File: config.mk
export PLATFORM = sky130hd
export DESIGN_NAME = himax_px_tx
export DESIGN_NICKNAME = d
export VERILOG_FILES = /design/src/rtl/himax_pkg.sv /design/src/rtl/himax_px_tx_pattern.sv /design/src/rtl/himax_px_tx.sv
export SDC_FILE = /design/constraint.sdc
export NUM_CORES = 1
export LEC_CHECK = 0
export CAP_MARGIN = 20
export CORE_MARGIN = 4
export CORE_UTILIZATION = 59
export CTS_CLUSTER_DIAMETER = 200
export CTS_CLUSTER_SIZE = 16
export DETAILED_ROUTE_END_ITERATION = 7
export GPL_TIMING_DRIVEN = 0
export PLACE_DENSITY = 0.81
export SLEW_MARGIN = 20
export SYNTH_ARGS = -nofsm -noshare
export SYNTH_HDL_FRONTEND = slang
export SYNTH_SLANG_ARGS = --single-unit
File: constraint.sdc
create_clock -name clk -period 3.7 [get_ports clk]
set_input_delay 0.74 -clock clk [delete_from_list [all_inputs] [get_ports clk]]
set_output_delay 0.74 -clock clk [all_outputs]
set_load 0.02 [all_outputs]
File: src/rtl/himax_pkg.sv
// Shared types and default geometry for the Himax pixel-bus transmitter.
// Holds the timing state enum, default 324x324 geometry and nibble order.
package himax_pkg;

  typedef enum logic [2:0] {
    IDLE,
    LEAD,
    LINE,
    HBLK,
    TRAIL,
    VBLK
  } px_tx_state_e;

  localparam int DEF_H_ACTIVE = 324;
  localparam int DEF_V_ACTIVE = 324;
  localparam int DEF_H_BLANK  = 16;
  localparam int DEF_V_LEAD   = 8;
  localparam int DEF_V_TRAIL  = 8;
  localparam int DEF_V_BLANK  = 64;

  localparam logic NIB_HI_FIRST = 1'b1;

  function automatic int cnt_width(
    input int a,
    input int b,
    input int c,
    input int d
  );
    int m;
    m = a;
    if (b > m) m = b;
    if (c > m) m = c;
    if (d > m) m = d;
    return (m > 1) ? $clog2(m) : 1;
  endfunction

  // first=1 selects the nibble sent on the first of the two pixel clocks
  function automatic logic [3:0] nib_sel(
    input logic [7:0] b,
    input logic       first
  );
    return (first == NIB_HI_FIRST) ? b[7:4] : b[3:0];
  endfunction

endpackage

File: src/rtl/himax_px_tx_pattern.sv
// Test-pattern byte generator: (x + y + frame) mod 256.
// Only present when HIMAX_PX_TX_TESTPAT_EN is defined.
`ifdef HIMAX_PX_TX_TESTPAT_EN
module himax_px_tx_pattern (
  input  logic [7:0] x,
  input  logic [7:0] y,
  input  logic [7:0] frame,
  output logic [7:0] pix
);

  assign pix = x + y + frame;

endmodule
`endif

File: src/rtl/himax_px_tx.sv
// Himax-style pixel-bus transmitter: fv/lv framing, 8-bit pixels as 2 nibbles.
// HIMAX_PX_TX_TESTPAT_EN adds a test_pat input and an internal pattern source.
module himax_px_tx
  import himax_pkg::*;
#(
  parameter int H_ACTIVE = DEF_H_ACTIVE,
  parameter int V_ACTIVE = DEF_V_ACTIVE,
  parameter int H_BLANK  = DEF_H_BLANK,
  parameter int V_LEAD   = DEF_V_LEAD,
  parameter int V_TRAIL  = DEF_V_TRAIL,
  parameter int V_BLANK  = DEF_V_BLANK
) (
  input  logic        clk,
  input  logic        rst,
  input  logic        en,
  input  logic [7:0]  s_data,
  input  logic        s_valid,
  output logic        s_ready,
  output logic        px_fv,
  output logic        px_lv,
  output logic [3:0]  pxd,
  output logic        frame_done,
  output logic        underflow,
  input  logic        clr_err,
`ifdef HIMAX_PX_TX_TESTPAT_EN
  input  logic        test_pat,
`endif
  output logic [15:0] frame_cnt
);

  localparam int XW = (H_ACTIVE > 1) ? $clog2(H_ACTIVE) : 1;
  localparam int YW = (V_ACTIVE > 1) ? $clog2(V_ACTIVE) : 1;
  localparam int BW = cnt_width(H_BLANK, V_LEAD, V_TRAIL, V_BLANK);

  localparam logic [XW-1:0] X_LAST  = XW'(H_ACTIVE - 1);
  localparam logic [YW-1:0] Y_LAST  = YW'(V_ACTIVE - 1);
  localparam logic [BW-1:0] B_LEAD  = BW'(V_LEAD - 1);
  localparam logic [BW-1:0] B_HBLK  = BW'(H_BLANK - 1);
  localparam logic [BW-1:0] B_TRAIL = BW'(V_TRAIL - 1);
  localparam logic [BW-1:0] B_VBLK  = BW'(V_BLANK - 1);

  px_tx_state_e  state_q, state_n;
  logic [BW-1:0] bcnt_q, bcnt_n;
  logic [XW-1:0] x_q, x_n;
  logic [YW-1:0] y_q, y_n;
  logic          ph_q, ph_n;
  logic          done_n;
  logic          fetch_q, fetch_n;
  logic [3:0]    lo_q;
  logic [7:0]    pix;
  logic          miss;
  logic          pat_q, pat_d;
  logic [7:0]    pat_byte;

`ifdef HIMAX_PX_TX_TESTPAT_EN
  logic [7:0] fx;

  assign fx = (state_q == LINE) ? 8'(x_q) + 8'd1 : 8'd0;

  himax_px_tx_pattern u_pat (
    .x     (fx),
    .y     (8'(y_q)),
    .frame (frame_cnt[7:0]),
    .pix   (pat_byte)
  );

  // Source only switches between frames
  assign pat_d = (state_q == IDLE || state_q == VBLK) ?
                 test_pat : pat_q;

  always_ff @(posedge clk or posedge rst) begin
    if (rst) pat_q <= 1'b0;
    else     pat_q <= pat_d;
  end
`else
  assign pat_d    = 1'b0;
  assign pat_q    = 1'b0;
  assign pat_byte = 8'h00;
`endif

  assign pix  = pat_q ? pat_byte : (s_valid ? s_data : 8'h00);
  assign miss = ~pat_q & ~s_valid;

  always_comb begin
    state_n = state_q;
    bcnt_n  = bcnt_q;
    x_n     = x_q;
    y_n     = y_q;
    ph_n    = ph_q;
    done_n  = 1'b0;
    unique case (state_q)
      IDLE: begin
        if (en) begin
          state_n = LEAD;
          bcnt_n  = '0;
        end
      end
      LEAD: begin
        if (bcnt_q == B_LEAD) begin
          state_n = LINE;
          bcnt_n  = '0;
          x_n     = '0;
          y_n     = '0;
          ph_n    = 1'b0;
        end else begin
          bcnt_n = bcnt_q + 1'b1;
        end
      end
      LINE: begin
        ph_n = ~ph_q;
        if (ph_q) begin
          if (x_q == X_LAST) begin
            x_n    = '0;
            bcnt_n = '0;
            if (y_q == Y_LAST) begin
              state_n = TRAIL;
              y_n     = '0;
            end else begin
              state_n = HBLK;
              y_n     = y_q + 1'b1;
            end
          end else begin
            x_n = x_q + 1'b1;
          end
        end
      end
      HBLK: begin
        if (bcnt_q == B_HBLK) begin
          state_n = LINE;
          bcnt_n  = '0;
        end else begin
          bcnt_n = bcnt_q + 1'b1;
        end
      end
      TRAIL: begin
        if (bcnt_q == B_TRAIL) begin
          state_n = VBLK;
          bcnt_n  = '0;
          done_n  = 1'b1;
        end else begin
          bcnt_n = bcnt_q + 1'b1;
        end
      end
      VBLK: begin
        if (bcnt_q == B_VBLK) begin
          state_n = en ? LEAD : IDLE;
          bcnt_n  = '0;
        end else begin
          bcnt_n = bcnt_q + 1'b1;
        end
      end
      default: state_n = IDLE;
    endcase
  end

  // A fetch cycle is the one right before every hi-nibble cycle
  always_comb begin
    fetch_n = 1'b0;
    if (state_n == LEAD && bcnt_n == B_LEAD) fetch_n = 1'b1;
    if (state_n == HBLK && bcnt_n == B_HBLK) fetch_n = 1'b1;
    if (state_n == LINE && ph_n && x_n != X_LAST) fetch_n = 1'b1;
  end

  always_ff @(posedge clk or posedge rst) begin
    if (rst) begin
      state_q    <= IDLE;
      bcnt_q     <= '0;
      x_q        <= '0;
      y_q        <= '0;
      ph_q       <= 1'b0;
      fetch_q    <= 1'b0;
      lo_q       <= '0;
      s_ready    <= 1'b0;
      px_fv      <= 1'b0;
      px_lv      <= 1'b0;
      pxd        <= '0;
      frame_done <= 1'b0;
      underflow  <= 1'b0;
      frame_cnt  <= '0;
    end else begin
      state_q    <= state_n;
      bcnt_q     <= bcnt_n;
      x_q        <= x_n;
      y_q        <= y_n;
      ph_q       <= ph_n;
      fetch_q    <= fetch_n;
      s_ready    <= fetch_n & ~pat_d;
      px_fv      <= (state_n != IDLE) && (state_n != VBLK);
      px_lv      <= (state_n == LINE);
      frame_done <= done_n;
      if (done_n) frame_cnt <= frame_cnt + 16'd1;
      if (fetch_q) begin
        pxd  <= nib_sel(pix, 1'b1);
        lo_q <= nib_sel(pix, 1'b0);
      end else if (state_n == LINE) begin
        pxd <= lo_q;
      end else begin
        pxd <= '0;
      end
      if (clr_err)            underflow <= 1'b0;
      else if (fetch_q & miss) underflow <= 1'b1;
    end
  end

endmodule

# Word-level counts from Yosys, hierarchy flattened
# Cells that the tools add are included.
dict set report totals {
  in_bits 13
  regBits 57
  wordCells 89
  output_inout_bits 25
}
dict set report op_classes {
  n_bitwise 3
  n_reduce_logical 11
  eq_ne 20
  addsub 4
  n_mux 38
}
# op count
set op_table {}
lappend op_table {{9-bit 2-to-1 mux} 7}
lappend op_table {{6-bit 2-to-1 mux} 6}
lappend op_table {{9-bit case mux with 2 select lines} 2}
lappend op_table {{6-bit case mux with 5 select lines} 1}
lappend op_table {{3-bit 2-to-1 mux} 8}
lappend op_table {{9-bit by 1-bit adder with 9-bit output (second input constant)} 2}
lappend op_table {{9-bit equality test (second input constant)} 2}
lappend op_table {{3-bit case mux with 6 select lines} 1}
lappend op_table {{16-bit by 1-bit adder with 16-bit output (second input constant)} 1}
lappend op_table {{3-bit by 2-bit equality test with 1-bit output (second input constant)} 4}
lappend op_table {{6-bit by 3-bit equality test with 1-bit output (second input constant)} 2}
lappend op_table {{6-bit by 4-bit equality test with 1-bit output (second input constant)} 2}
lappend op_table {{1-bit 2-to-1 mux} 9}
lappend op_table {{9-bit inequality test (second input constant)} 1}
lappend op_table {{4-bit 2-to-1 mux} 2}
lappend op_table {{8-bit 2-to-1 mux} 1}
lappend op_table {{6-bit by 1-bit adder with 6-bit output (second input constant)} 1}
lappend op_table {{3-bit by 1-bit equality test with 1-bit output (second input constant)} 2}
lappend op_table {{3-bit equality test (second input constant)} 2}
lappend op_table {{6-bit equality test (second input constant)} 1}
lappend op_table {{2-bit inequality test (second input constant)} 3}
lappend op_table {{1-bit logical AND} 5}
lappend op_table {{4-bit AND reduction} 1}
lappend op_table {{2-bit nonzero test} 2}
lappend op_table {{other kinds (7)} 8}

# Depth between registers and ports, before layout
dict set report logic_depth {
  depth_word 10
  mapped_depth 8
  depth_no_buf 8
}

# Worst setup path before layout
# No wires, ideal clock.
dict set report synth_path {
  path_type {register to register}
  startpoint {reg bcnt_q[0]}
  endpoint {reg fetch_q}
  t_required_ns 3.579
  path_buffers 0
  setup_time_ns 0.121
  slack_ns 1.385
  period_less_slack_ns 2.315
  t_arrival_ns 2.194
  stages_incl_launch_ff 8
  cell_sequence {dfrtp_1 ha_1 nand4bb_1 o41a_1 a221o_1 nor4_1 a21oi_1 a22o_1}
}
dict set report synth_via {
  elab_cells_between_ends 33
  classes_between {add/sub (1); eq/ne (9); mux (19); reduce/logical (4)}
}
# element line
set synth_lines {}
lappend synth_lines {{from (decl)} himax_px_tx.sv:43} ;# logic [BW-1:0] bcnt_q, bcnt_n;
lappend synth_lines {{from (signal assigned)} himax_px_tx.sv:182} ;# bcnt_q <= bcnt_n;
lappend synth_lines {{6-bit by 3-bit equality test with 1-bit output} himax_px_tx.sv:99} ;# if (bcnt_q == B_LEAD) begin
lappend synth_lines {{9-bit 2-to-1 mux} himax_px_tx.sv:99}
lappend synth_lines {{9-bit case mux with 2 select lines} himax_px_tx.sv:91} ;# unique case (state_q)
lappend synth_lines {{net x_n[5]} himax_px_tx.sv:44} ;# logic [XW-1:0] x_q, x_n;
lappend synth_lines {{9-bit inequality test} himax_px_tx.sv:161} ;# if (state_n == LINE && ph_n && x_n != X_LAST) fetch_n = 1'b1;
lappend synth_lines {{1-bit logical AND} himax_px_tx.sv:161}
lappend synth_lines {{1-bit 2-to-1 mux} himax_px_tx.sv:161}
lappend synth_lines {{net fetch_n} himax_px_tx.sv:48} ;# logic fetch_q, fetch_n;
lappend synth_lines {{to (signal assigned)} himax_px_tx.sv:186} ;# fetch_q <= fetch_n;
lappend synth_lines {{to (decl)} himax_px_tx.sv:48}
# The timed path passes the listed nets, and every way through them passes these cells.
# A chain may end at the register's enable or synchronous reset.

# Worst setup path in the final report
# Same ends and word-level chain as after synthesis.

==> summary.md <==
| Metric | Value |
|---|---|
| Syn Std Cell Area | `0.002934 sq mm` |
| Post-Synthesis Cells | `291` |
| Final wirelength | `6334 um` |
| RSZ-0062 raised after global routing | `no` |
| Fmax | `370.2 MHz` |
| Worst Path Buf+Inv | `0` |
| Worst path required time | `3.91 ns` |
| Minimum clock period | `2.701 ns` |
| Resized Gates After CTS | `0` |
| FF+latch area | `0.001426 sq mm` |
| Worst path max stage delay | `0.60 ns` |
| CP Class | `reg2reg` |
| Internal power | `1481 uW` |
| Hold_ws | `0.4886 ns` |
| VDD IR-drop max | `404.9 uV` |
| Final Hold Vio Count | `0` |
| Antenna diodes | `0` |
| Chip width | `78.52 um` |
| Vias | `2,480` |
| TritonRoute pass-1 iters | `5` |
| Sequential fraction of the synthesis area | `0.4861` |
| # Max-Cap Violations | `0` |
| Area occupied by multi-input gates | `0.001445 sq mm` |
| Global route overflow | `0` |
| Max-slew violations | `0` |
| Iter 0 DRT Violations | `134` |
| Post-DP HPWL | `4432 um` |
| Power Density | `595.8 mW/mm^2` |
| CTS tree | `done` |
| Die area | `0.006165 sq mm` |
| Nets | `356` |
| Slew @ Worst Pin | `0.7259 ns` |
| Routed len/inst | `15.41 um` |
| Highest Signal Layer | `met4` |
| Num ports | `38` |
| Layout area overhead | `24.35%` |
| Setup slack, reg-to-reg | `1.0 ns` |
| First-pass GRT wire length | `10,900 um` |
| Clock share of power | `0.352` |
| Sw power | `692.9 uW` |
| Final clock skew | `0.008144 ns` |
| Met2 WL | `3118 um` |
| CP endpoint kind | `flip-flop` |
| Yosys warning count | `0` |
| Initial antenna violation count | `0` |
| Initial Util | `0.6131` |
| Post-Route Setup TNS | `0 ns` |
| Status | `finished, final reports clean` |
| H-tree lvl count | `3` |
| Final setup vio count | `0` |
| Pin count of the biggest net entering global routing | `58` |
| Worst-case clock buffer depth | `2` |
| Routed vias/inst | `6.034` |
| Post-DRT Antenna Nets | `0` |
| Fill cells | `344` |
| Post-synthesis cell type count | `55` |
| Clock root buffer | `clkbuf_8` |
| Fin area | `0.003649 sq mm` |
| Total global-route track usage | `0.2211` |
| Worst path slowest cell | `o41a_1` |
| Critical-path cell list | `ha_1, nand4bb_1, o41a_1, a221o_1, nor4_1, a21oi_1, a22o_1` |
| CTS Hold Bufs | `0` |
| Fin crit share | `0.7300` |
| Logic gate share of total power | `0.293` |
| Main flop type after synthesis | `dfrtp_1` |
| Setup WS post-layout | `0.9989 ns` |
| IO Port Bufs | `37` |
| Cell Area, Placed | `0.003391 sq mm` |
| Arrival time worst endpoint | `2.91 ns` |
| M1 WL | `2728 um` |
| Startpoint types | `flip-flop` |
| Post-synth EDFFs | `0` |
| Core ar. | `0.004786 sq mm` |
| Hold Crit Class | `reg2reg` |
| Max_slew headroom | `0.5119` |
| Row cnt | `25` |
| Worst Path Max Fanout | `8` |
| Sequential Power Share | `0.355` |
| Leakage | `0.001649 uW` |
| Share of cells above drive strength 1 | `0.08140` |
| Syn avg cell area | `10.08 sq um` |
| Post-CTS Setup Bufs | `0` |
| Final Util | `0.7624` |
| TritonCTS buffer count | `9` |
| Vias in the first global route | `2,391` |
| Sw Share | `0.3188` |
| Skew-Pair Late Insertion Delay | `0.33 ns` |
| Place WS | `1.019 ns` |
| Final GP Congestion | `0.9419` |
| FFs w/ async S/R, synth | `1.000` |
| DRC | `0` |
| CTS clk-pin slew, worst paths | `0.07 ns` |
| Clock Sinks | `57` |
| CP delay by family, top | `compound AO/OA/AOI/OAI gates` |
| Die height | `78.52 um` |
| Met3 Wirelength | `403 um` |
| FF+latch count, synth | `57` |
| Synth Net Count | `308` |
power by group through the flow:
stage	sequential [uW]	clock, uW	combinational [uW]
6_report	771	765	638
5_1_grt	784	801	703
4_1_cts	770	770	636
3_5_place_dp	781	0	628
3_3_place_gp	778	0	610
2_1_floorplan	800	0	421
synth_stat cells, drive strengths merged, types with 3 or more instances:
cell / instances / share of area
xor2: 6 / 0.018
dfrtp: 57 / 0.49
inv: 8 / 0.010
nand2: 23 / 0.029
and2: 5 / 0.011
clkbuf: 7 / 0.0094
nor3: 6 / 0.010
nor2b: 7 / 0.015
a22o: 5 / 0.015
and4: 3 / 0.0090
o21ai: 26 / 0.044
nor2: 15 / 0.019
or3: 3 / 0.0081
nor4: 5 / 0.016
and3: 14 / 0.030
nand3: 16 / 0.027
nand4: 8 / 0.017
a21oi: 9 / 0.015
o31ai: 6 / 0.015
nand2b: 5 / 0.011
xnor2: 11 / 0.033
ha: 4 / 0.017
a21o: 7 / 0.018
placed cells by master (no fill, tap or decap), types with 5 or more instances in the layout:
master | Yosys | layout
nor3_1 | 6 | 6
nand4_1 | 8 | 8
nand2_1 | 23 | 23
a22o_1 | 5 | 5
nor2_1 | 15 | 15
o21ai_0 | 25 | 25
inv_1 | 8 | 7
clkdlybuf4s50_1 | 0 | 37
a21oi_1 | 9 | 9
nand3_1 | 16 | 16
dfrtp_1 | 57 | 57
and3_1 | 14 | 14
o31ai_1 | 6 | 6
clkbuf_1 | 6 | 7
nor2b_1 | 7 | 7
clkbuf_8 | 0 | 9
a21o_1 | 7 | 7
nand2b_1 | 5 | 5
xnor2_1 | 11 | 11
xor2_1 | 6 | 6
kinds of logic (layout without fill, tap and decap cells):
group           Yosys count  in the layout  synth area share
buf+inv                  16             69           0.02132
compound gates           72             72            0.1701
flops                    57             57            0.4861
fa+ha+maj                 4              4           0.01706
mux                       3              3           0.01066
xor+xnor                 17             17           0.05075
simple gates            122            122            0.2439
worst paths after layout:
check,depth (start not counted),to,from
max,7,fetch_q$_DFF_PP0_,bcnt_q[0]$_DFF_PP0_
max reg2reg,7,fetch_q$_DFF_PP0_,bcnt_q[0]$_DFF_PP0_
min reg2reg,1,frame_cnt[15]$_DFFE_PP0P_,frame_cnt[15]$_DFFE_PP0P_
min,1,frame_cnt[15]$_DFFE_PP0P_,frame_cnt[15]$_DFFE_PP0P_
min in group asynchronous,2,frame_cnt[15]$_DFFE_PP0P_,rst
max in group asynchronous,2,y_q[2]$_DFFE_PP0P_,rst
metal layers:
metal / GRT usage / vias up
met4: 0.1031 / 0
met1: 0.2766 / 1213
li1: - / 1174
met3: 0.03899 / 11
met5: 0 / -
met2: 0.3710 / 82
flip-flops by register name, indices dropped and copies added, names as in the netlist, 3 cells and up:
name	cells
pxd	4
x_q	9
y_q	9
lo_q	4
state_q	3
frame_cnt	16
bcnt_q	6
area by class of cell:
cell class	count	area share
plain buffers	8	0.008916
clock buffers	10	0.03498
clock inverters	6	0.03567
inverters	8	0.008916
multi-input cells	218	0.3961
flip-flops and latches	57	0.3909
well taps	67	0.02298
repair buffers	37	0.1015
worst register-to-register path: cells and delay by family, from the launching register on:
family / cells / cell delay, ns
AO/OA/AOI/OAI: 4 / 1.36
adder cells (fa/ha/maj): 1 / 0.24
flip-flops: 1 / 0.43
AND/OR/NAND/NOR: 2 / 0.56
stage by stage:
step / total power [uW] / std cells
after global routing: 2288 / 411
after global placement: 1388 / 395
after CTS: 2176 / 411
final: 2174 / 411
after detailed placement: 1409 / 395
after floorplan: 1222 / 291
No activity file was read; power rests on OpenSTA's default activity.
